`src/rtl/bytecode_decoder.sv`:
```
// Integer JVM bytecode subset decoder/executor on an internal operand stack.
// IDLE -> DECODE -> (MUL) -> WB; WB commits stack/depth and raises done into the next IDLE cycle.
module bytecode_decoder #(
  parameter int byte_width       = 8,
  parameter int data_width       = 32,
  parameter int stack_depth      = 8,
  parameter int stack_addr_width = 3,
  parameter int mul_cycles       = 32
) (
  input  logic                        clk,
  input  logic                        reset,
  input  logic                        start,
  input  logic [byte_width-1:0]       opcode,
  output logic                        ready,
  output logic                        done,
  output logic [data_width-1:0]       tos,
  output logic [stack_addr_width:0]   depth,
  output logic [1:0]                  error
);

  localparam logic [1:0] IDLE = 2'd0, DECODE = 2'd1, MUL = 2'd2, WB = 2'd3;
  localparam logic [1:0] E_OK = 2'd0, E_ILL = 2'd1, E_UNDER = 2'd2, E_OVER = 2'd3;
  localparam logic [2:0] K_NONE = 3'd0, K_PUSH = 3'd1, K_POP = 3'd2, K_BIN = 3'd3, K_REPL = 3'd4;
  localparam int cnt_w = $clog2(mul_cycles + 1);
  localparam int dw    = stack_addr_width + 1;

  logic [1:0]                  state;
  logic [byte_width-1:0]       op_q;
  logic [data_width-1:0]       stk [stack_depth];
  logic [2:0]                  kind_q, dec_kind;
  logic [1:0]                  err_q, dec_err;
  logic [data_width-1:0]       res_q, dec_res, mcand, mplier, acc, acc_nxt;
  logic [cnt_w-1:0]            cnt;
  logic [stack_addr_width-1:0] push_i, top_i, sec_i;
  logic [dw-1:0]               need;
  logic                        room, is_mul;
  logic [data_width-1:0]       a, b;
  logic [byte_width-1:0]       kval;

  assign push_i  = depth[stack_addr_width-1:0];
  assign top_i   = push_i - stack_addr_width'(1);
  assign sec_i   = push_i - stack_addr_width'(2);
  assign b       = stk[top_i];
  assign a       = stk[sec_i];
  assign ready   = (state == IDLE);
  assign tos     = (depth == '0) ? '0 : b;
  assign kval    = op_q - byte_width'(3);
  assign acc_nxt = acc + (mplier[0] ? mcand : '0);

  // Classify the latched opcode; fault priority is illegal > underflow > overflow.
  always_comb begin
    dec_kind = K_NONE;
    dec_err  = E_OK;
    dec_res  = '0;
    need     = '0;
    room     = 1'b0;
    is_mul   = 1'b0;
    case (op_q)
      8'h00: ;
      8'h02, 8'h03, 8'h04, 8'h05, 8'h06, 8'h07, 8'h08: begin
        dec_kind = K_PUSH;
        room     = 1'b1;
        dec_res  = {{(data_width-byte_width){kval[byte_width-1]}}, kval};
      end
      8'h57: begin dec_kind = K_POP;  need = dw'(1); end
      8'h59: begin dec_kind = K_PUSH; need = dw'(1); room = 1'b1; dec_res = b; end
      8'h60: begin dec_kind = K_BIN;  need = dw'(2); dec_res = a + b; end
      8'h64: begin dec_kind = K_BIN;  need = dw'(2); dec_res = a - b; end
      8'h68: begin dec_kind = K_BIN;  need = dw'(2); is_mul = 1'b1; end
      8'h91: begin dec_kind = K_REPL; need = dw'(1); dec_res = {{(data_width-8){b[7]}}, b[7:0]}; end
      default: dec_err = E_ILL;
    endcase
    if (dec_err == E_OK) begin
      if (depth < need)                            dec_err = E_UNDER;
      else if (room && depth == dw'(stack_depth))  dec_err = E_OVER;
    end
  end

  always_ff @(posedge clk) begin
    if (!reset) begin
      state <= IDLE;
      depth <= '0;
      done  <= 1'b0;
      error <= E_OK;
    end else begin
      done <= 1'b0;
      case (state)
        IDLE:   if (start) state <= DECODE;
        DECODE: state <= (dec_err == E_OK && is_mul) ? MUL : WB;
        MUL:    if (cnt == cnt_w'(mul_cycles - 1)) state <= WB;
        WB: begin
          state <= IDLE;
          done  <= 1'b1;
          error <= err_q;
          if (err_q == E_OK) begin
            case (kind_q)
              K_PUSH:        depth <= depth + dw'(1);
              K_POP, K_BIN:  depth <= depth - dw'(1);
              default: ;
            endcase
          end
        end
        default: state <= IDLE;
      endcase
    end
  end

  // Datapath registers carry no reset; control state alone defines visible outputs.
  always_ff @(posedge clk) begin
    case (state)
      IDLE: if (start) op_q <= opcode;
      DECODE: begin
        kind_q <= dec_kind;
        err_q  <= dec_err;
        res_q  <= dec_res;
        mcand  <= a;
        mplier <= b;
        acc    <= '0;
        cnt    <= '0;
      end
      MUL: begin
        acc    <= acc_nxt;
        mcand  <= mcand << 1;
        mplier <= mplier >> 1;
        cnt    <= cnt + cnt_w'(1);
        if (cnt == cnt_w'(mul_cycles - 1)) res_q <= acc_nxt;
      end
      WB: begin
        if (reset && err_q == E_OK) begin
          case (kind_q)
            K_PUSH: stk[push_i] <= res_q;
            K_BIN:  stk[sec_i]  <= res_q;
            K_REPL: stk[top_i]  <= res_q;
            default: ;
          endcase
        end
      end
      default: ;
    endcase
  end

endmodule

```
`config.mk`:
```
export PLATFORM = sky130hd
export DESIGN_NAME = bytecode_decoder
export DESIGN_NICKNAME = d
export VERILOG_FILES = /design/src/rtl/bytecode_decoder.sv
export SDC_FILE = /design/constraint.sdc
export NUM_CORES = 1
export LEC_CHECK = 0
export BUFFER_PORTS_ARGS = -buffer_cell sky130_fd_sc_hd__buf_2
export CAP_MARGIN = 30
export CORE_MARGIN = 1
export CORE_UTILIZATION = 61
export CTS_CLUSTER_DIAMETER = 60
export DETAILED_ROUTE_END_ITERATION = 10
export HOLD_SLACK_MARGIN = 0.12
export PLACE_DENSITY = 0.87
export SETUP_SLACK_MARGIN = 0.3
export SLEW_MARGIN = 20
export SYNTH_ARGS = -nofsm -noshare
export SYNTH_HDL_FRONTEND = slang
export SYNTH_SLANG_ARGS = --single-unit
export TNS_END_PERCENT = 10
```
`constraint.sdc`:
```
create_clock -name clk -period 7.7 [get_ports clk]
set_input_delay 0.77 -clock clk [delete_from_list [all_inputs] [get_ports clk]]
set_output_delay 0.77 -clock clk [all_outputs]
set_load 0.01 [all_outputs]
```
==> flow_summary.toml <==
[run_status]
outcome = "completed"

[layout]
mostFrequentLayoutCells = "403 x edfxtp_1, 149 x nor2_1, 132 x nand2_1, 107 x mux4_2, 98 x o21ai_0"
fin_nets = 1950
diodes = 0
final_common_cell = "edfxtp_1"
layout-drive-gt1-share = 0.203
syn2layout_area_growth_pct = 9.92

[detailed_routing]
ant_nets = 0
routed_wirelength_um = 63000
vias = 16600
routedWlPerCell_um = 26.2
dr.pass1.iters = 8
vias_per_cell = 6.89
drtIter0Drc = 2042
drcViolationCount = 0

[sta]
rsz0062_at_grt = "no"
slew_violations = 0
setup_violations = 0
hold_viol_final = 0
fin_crit_sh = 0.858
fin_crit_ns = 6.61
fmax_mhz = 151
worst_pin_slew_ns = 0.998
skew_ns = 0.0193
setup_tns_ns = 0
max_slew_margin = 0.332

[critical_path]
end_kind = "register"
critPathLaunch = "depth[0]"
r2r_slack_ns = 1.09
worstSetupPathType = "register to register"
critPathMaxFanout = 34
rr_startpoint = "depth[0]"
critPathArrivalTime_ns = 6.94
r2r-end = "res_q[31]"
required_ns = 8.04
critPathLaunchType = "register"
r2r_cells = 19

[pwr]
leakagePower_nw = 8.89
finalPower_mw = 8.04
power.density_mw_per_mm2 = 313
ir_drop_uv = 591

[clock_network]
cts_setup_buffers = 0
cts_hold_buffers = 0
clockRootBuffer = "clkbuf_16"
clock_latency_ns = 0.58
clock_path_buffers = 3
cts_tree = "yes"
cts_sinks = 412
post_cts_resized = 0
cts_inserted_buffers = 44
htreeDepth = 2
path_clk_slew_ns = 0.07

[global_routing]
grt_pass1_wl_um = 96000
grt_overflow = 0
grt.busiest_layer = "met2"
grt_use_met1 = 0.430
grt_use_met2 = 0.530
grt_use_met3 = 0.0651
grt_use_total = 0.331
antenna_found_initial = 0
first_global_vias = 16700
grt_max_degree = 116

[job]
drv_cap = 0

[placed_design]
dp_hpwl_um = 41500
io_buffers = 50
gp_congestion = 0.976

[synthesis]
syn_area_mm2 = 0.0234
ys.flop_type = "edfxtp_1"
synth-seq-area-share = 0.525
syn_area_per_cell_um2 = 12.8
ys.warnings.count = 0
synth-edff-count = 403
netlist-cell-type-count = 83
synth_cells = 1822
syn_nets = 1912
async_flop_share = 0
ys_ff_latch = 412

[floorplan]
start_util = 0.621
rows = 71
die_x_um = 198
design.portCount = 51
fp.coreArea_mm2 = 0.0377
die_y_um = 198
dieArea_mm2 = 0.0391

[hold_path]
holdPathEnd = "op_q[0]"
min_path_type = "input port to register"
holdPathStages = 1
min_from = "opcode[0]"
cell families after synthesis:
group / Yosys count / share of synthesized area
AOI/OAI and AO/OA: 377 / 0.104
xor gates and xnor gates: 95 / 0.0359
adders and majority gates: 79 / 0.0432
buffers and inverters: 132 / 0.0257
DFF: 412 / 0.525
muxes: 242 / 0.166
and+or+nand+nor: 485 / 0.0999
final cells by class:
cell class / count / area (um2)
inverter: 39 / 149
timing repair buffer: 85 / 579
multi-input combinational: 1278 / 10600
sequential: 412 / 12300
fill: 2638 / 12000
tap: 511 / 639
clock inverter: 33 / 319
clock buffer: 48 / 1120
cells in the mapped netlist (10+ instances only):
cell | count | area [um2]
and3_1 | 11 | 68.8
inv_1 | 36 | 135
a211oi_1 | 18 | 135
mux2i_1 | 53 | 531
a21o_1 | 32 | 240
edfxtp_1 | 403 | 12100
xor2_1 | 34 | 298
nand3_1 | 26 | 130
nand2b_1 | 10 | 62.6
o21bai_1 | 16 | 120
mux4_2 | 107 | 2410
a21oi_1 | 96 | 480
buf_2 | 12 | 60.1
o21a_1 | 11 | 82.6
nand2_1 | 132 | 495
a31oi_1 | 15 | 93.8
nor2b_1 | 12 | 75.1
o21ai_0 | 98 | 490
a221oi_1 | 15 | 131
buf_1 | 11 | 41.3
clkbuf_1 | 56 | 210
xnor2_1 | 60 | 526
ha_1 | 76 | 951
o211ai_1 | 11 | 82.6
nor3_1 | 30 | 150
nor2_1 | 157 | 589
and2_1 | 64 | 400
mux2_2 | 79 | 890
where the power goes:
group	internal, mW	total, mW	switching [mW]
clock	1.20	2.12	0.922
combinational	0.814	2.28	1.46
sequential	3.30	3.65	0.348
through the flow:
step                setup WS (ns)  std cells  area [um2]  utilization  hold WS (ns)
finish                       1.09       2406       25700        0.683         0.361
global route                0.763       2406       25700        0.683         0.355
CTS                          1.21       2401       25600        0.681         0.344
detailed placement           1.29       2320       24200        0.642         0.511
global placement             1.35       2319       24200        0.642         0.498
floorplan                   0.690       1822       23400            -         0.506
flip-flops by register name, summed over array words and instances, names as in the netlist:
signal,flops
state,2
done,1
op_q,8
mcand,32
cnt,6
error,2
stk,256
res_q,32
depth,4
kind_q,3
mplier,32
err_q,2
acc,32
worst max-delay path, cell delays in order (launching register included):
cell and delay (ns):
dfxtp_4 0.37, inv_2 0.11, ha_4 0.55, buf_4 0.53
mux4_2 0.41, a2111oi_2 0.46, o211ai_1 0.24, nor4_2 0.49
a41oi_1 0.23, xnor2_1 0.18, ha_1 0.40, a211oi_1 0.27
o21ai_0 0.15, a221oi_1 0.41, o211ai_1 0.22, a21oi_1 0.37
a211oi_1 0.17, o41ai_1 0.42, xnor2_1 0.13, a21bo_1 0.20
metal layers:
metal	part of all wire	wire [um]	up-vias
met4	0.048	3060	0
li1	-	-	7115
met1	0.37	23200	8178
met2	0.47	29900	1087
met3	0.11	6860	208
met5	0	0	-
worst max path at each step:
stage           endpoint  slack [ns]  cells after the start
2_1_floorplan  res_q[31]        0.69                     27
3_3_place_gp   res_q[29]        1.35                     19
3_5_place_dp   res_q[31]        1.29                     19
4_1_cts        res_q[31]        1.21                     19
5_1_grt        res_q[31]        0.76                     19
6_report       res_q[31]        1.09                     19
(Power assumes the default switching activity.)
